[config.mk]
export PLATFORM = sky130hd
export DESIGN_NAME = shl_stim_gen
export DESIGN_NICKNAME = d
export VERILOG_FILES = /design/src/rtl/shl_tb_pkg.sv /design/src/rtl/shl_stim_gen_lfsr32.sv /design/src/rtl/shl_stim_gen.sv
export SDC_FILE = /design/constraint.sdc
export NUM_CORES = 1
export LEC_CHECK = 0
export CORE_MARGIN = 8
export CORE_UTILIZATION = 40
export DETAILED_ROUTE_END_ITERATION = 16
export PLACE_DENSITY = 0.71
export SLEW_MARGIN = 20
export SYNTH_ARGS = -nofsm -noshare
export SYNTH_HDL_FRONTEND = slang
export SYNTH_SLANG_ARGS = --single-unit
[constraint.sdc]
create_clock -name clk -period 9.7 [get_ports clk]
set_clock_uncertainty 0.2 [all_clocks]
set_input_delay 1.94 -clock clk [delete_from_list [all_inputs] [get_ports clk]]
set_output_delay 1.94 -clock clk [all_outputs]
set_load 0.005 [all_outputs]
[src/rtl/shl_tb_pkg.sv]
// Shared definitions for the SHL stimulus generator: FSM encoding, LFSR taps,
// default seeds and the Galois step used by every LFSR in the slice.
package shl_tb_pkg;

    localparam logic [31:0] LFSR_TAPS   = 32'h8020_0003;
    localparam logic [31:0] DEF_SEED_A  = 32'h0000_0001;
    localparam logic [31:0] DEF_SEED_SH = 32'h0000_0003;

    localparam logic [2:0] ST_IDLE     = 3'd0;
    localparam logic [2:0] ST_A_ONLY   = 3'd1;
    localparam logic [2:0] ST_SH_ONLY  = 3'd2;
    localparam logic [2:0] ST_A_AND_SH = 3'd3;
    localparam logic [2:0] ST_DONE     = 3'd4;

    function automatic logic [31:0] lfsr_next(input logic [31:0] s);
        return s[0] ? ((s >> 1) ^ LFSR_TAPS) : (s >> 1);
    endfunction

endpackage

[src/rtl/shl_stim_gen_lfsr32.sv]
// 32-bit Galois LFSR. Load and step together install the successor of the
// seed, so the seed itself can be consumed as a draw on the load cycle.
module lfsr32 (
    input  logic        clk,
    input  logic        rst,
    input  logic        load,
    input  logic        step,
    input  logic [31:0] seed,
    output logic [31:0] state
);
    import shl_tb_pkg::*;

    always_ff @(posedge clk) begin
        if (rst)
            state <= 32'h0000_0001;
        else if (load)
            state <= step ? lfsr_next(seed) : seed;
        else if (step)
            state <= lfsr_next(state);
    end

endmodule

[src/rtl/shl_stim_gen.sv]
// Stimulus generator for the SHL unit: three-phase seeded vector sequence
// (operand only, shift only, both) with expected result and ready/valid stall.
module shl_stim_gen #(
    parameter int          DATAWIDTH   = 32,
    parameter int          NUM_VECTORS = 256,
    parameter logic [31:0] SEED_A      = 32'h0000_0001,
    parameter logic [31:0] SEED_SH     = 32'h0000_0003
) (
    input  logic                 clk,
    input  logic                 rst,
    input  logic                 start,
    input  logic                 ready,
    output logic [DATAWIDTH-1:0] a,
    output logic [DATAWIDTH-1:0] sh_amt,
    output logic [DATAWIDTH-1:0] d_ref,
    output logic                 valid,
    output logic                 busy,
    output logic                 done,
    output logic [15:0]          vec_count
);
    import shl_tb_pkg::*;

    localparam int SW = $clog2(DATAWIDTH);

    logic [2:0]           state;
    logic [31:0]          lfsr_a, lfsr_s, src_a, accepted;
    logic                 ld, accept, last, take_a, take_s;
    logic [63:0]          a_wide;
    logic [SW:0]          sh_small;
    logic [DATAWIDTH-1:0] a_draw, sh_draw, d_nxt;
    logic                 unused_bits;

    assign ld     = (state == ST_IDLE || state == ST_DONE) && start;
    assign accept = valid && ready;
    // Internal count does not saturate, so runs beyond 65535 still terminate.
    assign last   = accept && (accepted == 32'(NUM_VECTORS - 1));

    // A_ONLY -> SH_ONLY keeps the operand; every other running step draws one.
    assign take_a = ld || (accept && !last && state != ST_A_ONLY);
    assign take_s = accept && !last;

    lfsr32 lfsr_a_i (
        .clk  (clk),
        .rst  (rst),
        .load (ld),
        .step (take_a),
        .seed (SEED_A),
        .state(lfsr_a)
    );

    lfsr32 lfsr_s_i (
        .clk  (clk),
        .rst  (rst),
        .load (ld),
        .step (take_s),
        .seed (SEED_SH),
        .state(lfsr_s)
    );

    assign src_a    = ld ? SEED_A : lfsr_a;
    assign a_wide   = {src_a, src_a};
    assign a_draw   = a_wide[DATAWIDTH-1:0];
    assign sh_small = {1'b0, lfsr_s[SW-1:0]} + (SW+1)'(1);
    assign sh_draw  = DATAWIDTH'(sh_small);
    // A shift of exactly DATAWIDTH drops every bit, giving zero.
    assign d_nxt    = (take_a ? a_draw : a) << sh_draw;

    assign unused_bits = ^{lfsr_s[31:SW], a_wide};

    always_ff @(posedge clk) begin
        if (rst) begin
            state     <= ST_IDLE;
            a         <= '0;
            sh_amt    <= '0;
            d_ref     <= '0;
            valid     <= 1'b0;
            busy      <= 1'b0;
            done      <= 1'b0;
            vec_count <= '0;
            accepted  <= '0;
        end else if (ld) begin
            state     <= ST_A_ONLY;
            a         <= a_draw;
            sh_amt    <= '0;
            d_ref     <= a_draw;
            valid     <= 1'b1;
            busy      <= 1'b1;
            done      <= 1'b0;
            vec_count <= '0;
            accepted  <= '0;
        end else if (accept) begin
            accepted <= accepted + 32'd1;
            if (vec_count != 16'hFFFF)
                vec_count <= vec_count + 16'd1;
            if (last) begin
                state <= ST_DONE;
                valid <= 1'b0;
                busy  <= 1'b0;
                done  <= 1'b1;
            end else begin
                state  <= (state == ST_A_ONLY) ? ST_SH_ONLY : ST_A_AND_SH;
                if (take_a)
                    a <= a_draw;
                sh_amt <= sh_draw;
                d_ref  <= d_nxt;
            end
        end
    end

endmodule

==> impl_metrics.ini, run 1 <==
[status]
status = completed

[routing]
routedWlPerCell_um = 17.9
viasPerCell = 5.71
first_pass_iters = 6
top_layer = met4
routedLengthMet1_mm = 13.1
initialDrtViolationCount = 1007
drc = 0
dr_wl_met3_mm = 2.31
ant_nets = 0
via_count = 8985
wl_met2_mm = 12.1
wl_mm = 28.1

[placed_design]
dp_hpwl_mm = 19.7
io_buffers = 92
dp_slack_ns = 3.61
place_inst = 1541
gp_congestion = 0.948

[cells_and_area]
stdcell_count = 1573
area_growth_pct = 17.8
final_layout_size_suffix_gt1_share_pct = 7.58
fin_nets = 1248
antenna_cells = 0

[die]
pin_count = 119
std_cell_rows = 56
initial_utilization_pct = 40.8
die_h_um = 171
core_area_mm2 = 0.0235
dieArea_mm2 = 0.0292
dieWidth_um = 171

[critical_path]
cpMaxStageDelayCell = nand2_2
crit_type = input port to flop
cpPeakStageDelay_ns = 0.83
r2r-start = accepted[27]$_SDFFE_PP0P_
start_kind = input port
cp_cell_sequence = clkdlybuf4s50_1, nand3_1, nor4b_4, nand3_1, nand2_2, mux2i_1, o22ai_1, a2bb2oi_1, a21boi_1, a221o_1
reg2reg_slack_ns = 5.15
cp_max_fo = 30
cp-end-kind = flop
crit_required_ns = 9.83
cp_common_cell = nand3_1
worstRegToRegCells = 10
r2r-end = d_ref[31]$_SDFFE_PP0P_
critical_path_arrival_ns = 5.92
critPathLaunch = ready

[cts]
postCtsSetupBuffers = 0
ctsResizeCount = 0
clk_path_buf_depth = 2
root_buffer = clkbuf_16
cts_buffers = 17
insertion_delay_ns = 0.44
cts.sinks = 187
cts_hold_buf = 0
clk_pin_slew_ns = 0.08
cts_tree = yes
htree_levels = 4

[pwr]
power_density_mw_per_mm2 = 155
power_leakage_nw = 3.91
peakVddDrop_uv = 83.7

[global_routing]
grt_max_degree = 103
grt.overflow.total = 0
antenna_found_initial = 0
grt_pass1_vias = 8224
grt_usage_pct = 19.0
grt_pass1_wl_mm = 44.9

[synth]
synthesis.area_mm2 = 0.00960
ys_seq_area_share_pct = 39.0
synth_ff_type = dfxtp_1
synthArstFlopShare_pct = 0
synth.avg_cell_area_um2 = 8.00
synth_cells = 1199
synthDistinctLibCells = 78
yosysWarnings = 0
synth_edf_count = 0
ys_ff_latch = 187

[sta]
setup_viol = 0
whs_ns = 0.250
drv_slew = 0
finalCritPeriodShare_pct = 59.7
fin_ws_ns = 3.91
rsz0062_at_grt = false
final.setup.tns_ns = 0
maxSlewHeadroom_pct = 29.8
worst_pin_slew_ns = 1.05
clock.fmax_ghz = 0.173
hold_viol = 0
min_period_ns = 5.79

[hold_path]
hold_class = flop to flop
min_from = d_ref[30]$_SDFFE_PP0P_
min_to = d_ref[30]$_SDFFE_PP0P_
hold_path_depth = 2

[job]
cap_violations = 0
## layer usage
layer,GRT usage (%),vias to the layer above
met1,26.8,4232
met2,28.0,403
met4,6.58,0
met3,4.22,59
li1,-,4291
met5,0,-
## worst max-delay path, delay by kind of cell
| kind | cells | cell delay (ns) |
|---|---|---|
| mux | 1 | 0.27 |
| simple gates | 4 | 2.34 |
| buf+inv | 1 | 0.50 |
| compound gates | 4 | 0.85 |
## flip-flops by register name, indices dropped and copies added (netlist names)
| signal | cells |
|---|---|
| vec_count | 16 |
| accepted | 32 |
| sh_amt | 6 |
| lfsr_a_i.state | 32 |
| state | 3 |
| done | 1 |
| busy | 1 |
| lfsr_s_i.state | 32 |
| d_ref | 32 |
| a | 32 |
## stage by stage
step                cell area, um2  util (%)  power [mW]
floorplan                     9690         -       0.950
global placement             10700      45.2       0.999
detailed placement           10700      45.3        1.00
CTS                          11300      48.0        1.75
global route                 11300      48.0        1.80
finish                       11300      48.0        1.75
## synthesized netlist by cell type, drive strengths merged (3+ instances only)
library cell | number | share of area (%)
ha | 3 | 0.39
nand3 | 36 | 1.9
nor3 | 23 | 1.3
or2 | 3 | 0.20
o31ai | 8 | 0.68
a211oi | 19 | 1.5
a31oi | 7 | 0.46
a32o | 3 | 0.31
mux4 | 6 | 1.4
a221oi | 5 | 0.64
mux2 | 13 | 1.6
inv | 10 | 0.39
o2bb2ai | 4 | 0.37
and3 | 14 | 0.91
nor2b | 6 | 0.39
dfxtp | 187 | 39
o211ai | 12 | 0.94
mux2i | 50 | 5.2
a2bb2oi | 3 | 0.27
o21ai | 46 | 2.4
a221o | 4 | 0.42
or4 | 3 | 0.23
nand2b | 4 | 0.26
o41ai | 6 | 0.55
clkbuf | 65 | 2.6
nand2 | 215 | 8.4
nand4 | 16 | 1.1
and4 | 6 | 0.55
buf | 46 | 3.1
a22oi | 14 | 1.1
o22ai | 9 | 0.59
or3 | 11 | 0.72
and2 | 5 | 0.33
xnor2 | 19 | 1.7
nor4 | 12 | 0.91
a21oi | 125 | 6.6
xor2 | 32 | 2.9
a22o | 7 | 0.64
nor2 | 115 | 4.5
## kinds of logic (layout without fill, tap and decap cells)
group / after synthesis / after routing / share of synthesized area [%]
compound gates: 292 / 292 / 19.3
buf+inv: 122 / 152 / 6.08
other cells: 1 / 26 / 0.0391
fa+ha+maj: 3 / 3 / 0.391
mux: 69 / 69 / 8.19
simple gates: 474 / 474 / 22.3
flops: 187 / 187 / 39.0
xor+xnor: 51 / 51 / 4.65
## where the power goes
| part | internal (mW) | switching [mW] |
|---|---|---|
| logic | 0.0619 | 0.142 |
| registers | 0.776 | 0.00765 |
| clock network | 0.422 | 0.339 |
| total | 1.26 | 0.489 |
## area by class of cell
cell class              instances  area, um2
well taps                     319        399
repair buffers                109       1050
inverters                      11       41.3
clock inverters                15        224
fillers                      2261      12200
clock buffers                  17        425
multi-input cells             915       5430
flip-flops and latches        187       3740
## worst max path at each step
| stage | end | depth (start not counted) |
|---|---|---|
| global route | d_ref[19]$_SDFFE_PP0P_ | 10 |
| CTS | d_ref[19]$_SDFFE_PP0P_ | 10 |
| finish | d_ref[19]$_SDFFE_PP0P_ | 10 |
| global placement | d_ref[19]$_SDFFE_PP0P_ | 10 |
| detailed placement | d_ref[19]$_SDFFE_PP0P_ | 10 |
| floorplan | d_ref[31]$_SDFFE_PP0P_ | 11 |
## cell usage in the layout, fill, tap and decap left out, types with 4 or more instances in the layout
| master | instances |
|---|---|
| nand2_1 | 213 |
| dfxtp_1 | 186 |
| a21oi_1 | 124 |
| nor2_1 | 112 |
| clkdlybuf4s50_1 | 92 |
| mux2i_1 | 50 |
| o21ai_0 | 44 |
| nand3_1 | 36 |
| xor2_1 | 31 |
| conb_1 | 26 |
| nor3_1 | 22 |
| a211oi_1 | 18 |
| xnor2_1 | 17 |
| clkbuf_16 | 17 |
| buf_4 | 17 |
| nand4_1 | 15 |
| and3_1 | 14 |
| a22oi_1 | 14 |
| mux2_2 | 12 |
| o211ai_1 | 12 |
| or3_1 | 11 |
| nor4_1 | 10 |
| inv_1 | 9 |
| o22ai_1 | 9 |
| a31oi_1 | 7 |
| o31ai_1 | 7 |
| a22o_1 | 7 |
| and4_1 | 6 |
| nor2b_1 | 6 |
| o41ai_1 | 6 |
| mux4_2 | 6 |
| and2_1 | 4 |
| nand2b_1 | 4 |
| a221o_1 | 4 |
| o2bb2ai_1 | 4 |
| a221oi_1 | 4 |
| inv_8 | 4 |
No activity file was read; power rests on OpenSTA's default activity.
==> inputs of run 2 (changes only) <==
==> constraint.sdc (replaced) <==
create_clock -name clk -period 5.9 [get_ports clk]
set_clock_uncertainty 0.2 [all_clocks]
set_input_delay 1.18 -clock clk [delete_from_list [all_inputs] [get_ports clk]]
set_output_delay 1.18 -clock clk [all_outputs]
set_load 0.005 [all_outputs]
==> run 2 against run 1 <==
Non-clock buffer count grew 6. Clock power grew 58%. Cell area grew 0.24%. Critical path type unchanged. Largest cell class unchanged. Largest power group unchanged.
==> impl_metrics.ini, run 2 (synthesized netlist as in run 1, its figures left out) <==
[sta]
maxSlewHeadroom_pct = 25.0
worst_pin_slew_ns = 1.12
clock.fmax_ghz = 0.213
final.setup.tns_ns = 0
hold_viol = 0
fin_ws_ns = 1.20
rsz0062_at_grt = false
drv_slew = 0
setup_viol = 0
finalCritPeriodShare_pct = 79.7
min_period_ns = 4.70

[pwr]
power_density_mw_per_mm2 = 250
finalPower_mw = 2.83
power_leakage_nw = 3.92
peakVddDrop_uv = 166

[critical_path]
start_kind = input port
r2r-end = d_ref[19]$_SDFFE_PP0P_
cpMaxStageDelayCell = or4b_1
cp_max_fo = 32
crit_type = input port to flop
reg2reg_slack_ns = 1.57
worstRegToRegCells = 9
crit_required_ns = 6.04
cp-end-kind = flop
cpPeakStageDelay_ns = 0.78
cp_cell_sequence = clkdlybuf4s50_1, nand3_1, or4b_1, nor3_4, nor2_4, mux2i_1, a211oi_1, a2bb2oi_1, a21boi_1, a221o_1
critical_path_arrival_ns = 4.84
r2r-start = accepted[23]$_SDFFE_PP0P_

[global_routing]
grt_max_degree = 86
grt_pass1_vias = 8144
grt_usage_pct = 19.3
grt_pass1_wl_mm = 45.3
antenna_found_initial = 0
grt.overflow.total = 0

[placed_design]
io_buffers = 92
dp_slack_ns = 0.802
gp_congestion = 0.934
dp_hpwl_mm = 20.4
place_inst = 1547

[cts]
ctsResizeCount = 0
postCtsSetupBuffers = 0
htree_levels = 4
clk_path_buf_depth = 2
root_buffer = clkbuf_16
clk_pin_slew_ns = 0.08
cts_buffers = 17
cts_hold_buf = 0
cts_tree = yes
insertion_delay_ns = 0.44
cts.sinks = 187

[cells_and_area]
stdcell_count = 1579
final_layout_size_suffix_gt1_share_pct = 7.94
fin_nets = 1254
area_growth_pct = 18.1
mostFrequentLayoutCells = nand2_1 (214), dfxtp_1 (186), a21oi_1 (124), nor2_1 (112), clkdlybuf4s50_1 (92)
final_common_cell = nand2_1
antenna_cells = 0

[job]
cap_violations = 0

[hold_path]
hold_class = flop to flop
min_from = lfsr_s_i.state[14]$_SDFFE_PP0P_
min_to = lfsr_s_i.state[13]$_SDFFE_PP0P_
hold_path_depth = 2

[routing]
initialDrtViolationCount = 1179
via_count = 9059
wl_mm = 28.5
ant_nets = 0
routedWlPerCell_um = 18.1
viasPerCell = 5.74
first_pass_iters = 6
drc = 0

[die]
pin_count = 119
dieWidth_um = 171
std_cell_rows = 56
die_h_um = 171
initial_utilization_pct = 40.8
core_area_mm2 = 0.0235
dieArea_mm2 = 0.0292

[status]
status = completed
==> run 2: changes by cell type in the layout (fill, tap and decap cells not counted) <==
cell / before / now
buf_4: 17 / 23
bufinv_16: 3 / 1
clkinv_2: 1 / 0
clkinv_4: 1 / 2
clkinv_8: 3 / 4
inv_12: 0 / 1
inv_6: 3 / 4
inv_8: 4 / 3
nand2_1: 213 / 214
nand2_2: 2 / 1
xnor2_2: 2 / 1
xnor2_4: 0 / 1
==> run 2: critical path, delay by kind of cell <==
family,cells,cell delay (ns)
AO/OA/AOI/OAI,4,1.01
multiplexers,1,0.22
buffers and inverters,1,0.50
AND/OR/NAND/NOR,4,1.92
==> run 2: cell type report <==
| class | instances | area (um2) |
|---|---|---|
| clock buffers | 17 | 425 |
| flip-flops and latches | 187 | 3740 |
| repair buffers | 115 | 1090 |
| inverters | 11 | 41.3 |
| well taps | 319 | 399 |
| clock inverters | 15 | 198 |
| fillers | 2293 | 12200 |
| multi-input cells | 915 | 5430 |
==> run 2: worst max-delay path by stage <==
stage,startpoint,to,slack (ns),depth (start not counted)
global placement,ready,d_ref[19]$_SDFFE_PP0P_,0.91,10
detailed placement,ready,d_ref[19]$_SDFFE_PP0P_,0.80,10
finish,ready,d_ref[19]$_SDFFE_PP0P_,1.20,10
floorplan,ready,d_ref[31]$_SDFFE_PP0P_,2.14,11
global route,ready,d_ref[30]$_SDFFE_PP0P_,1.03,10
CTS,ready,d_ref[19]$_SDFFE_PP0P_,1.25,10
==> run 2: power by group <==
group	leakage (nW)	switching (mW)	total, mW	internal (mW)
Combinational	2.11	0.239	0.344	0.105
Clock	0.303	0.580	1.20	0.617
Sequential	1.51	0.0134	1.29	1.27
==> run 2: routing by layer <==
layer	track usage, %	wire length [um]	vias to the layer above
li1	-	-	4284
met1	27.4	12800	4284
met2	28.0	12100	437
met3	4.49	2850	54
met4	6.84	778	0
met5	0	0	-
==> run 2: stage by stage <==
step	hold slack (ns)	util (%)	area [um2]
6_report	0.252	48.2	11300
5_1_grt	0.270	48.2	11300
3_3_place_gp	0.236	45.4	10700
4_1_cts	0.257	48.1	11300
3_5_place_dp	0.246	45.5	10700
2_1_floorplan	0.232	-	9690
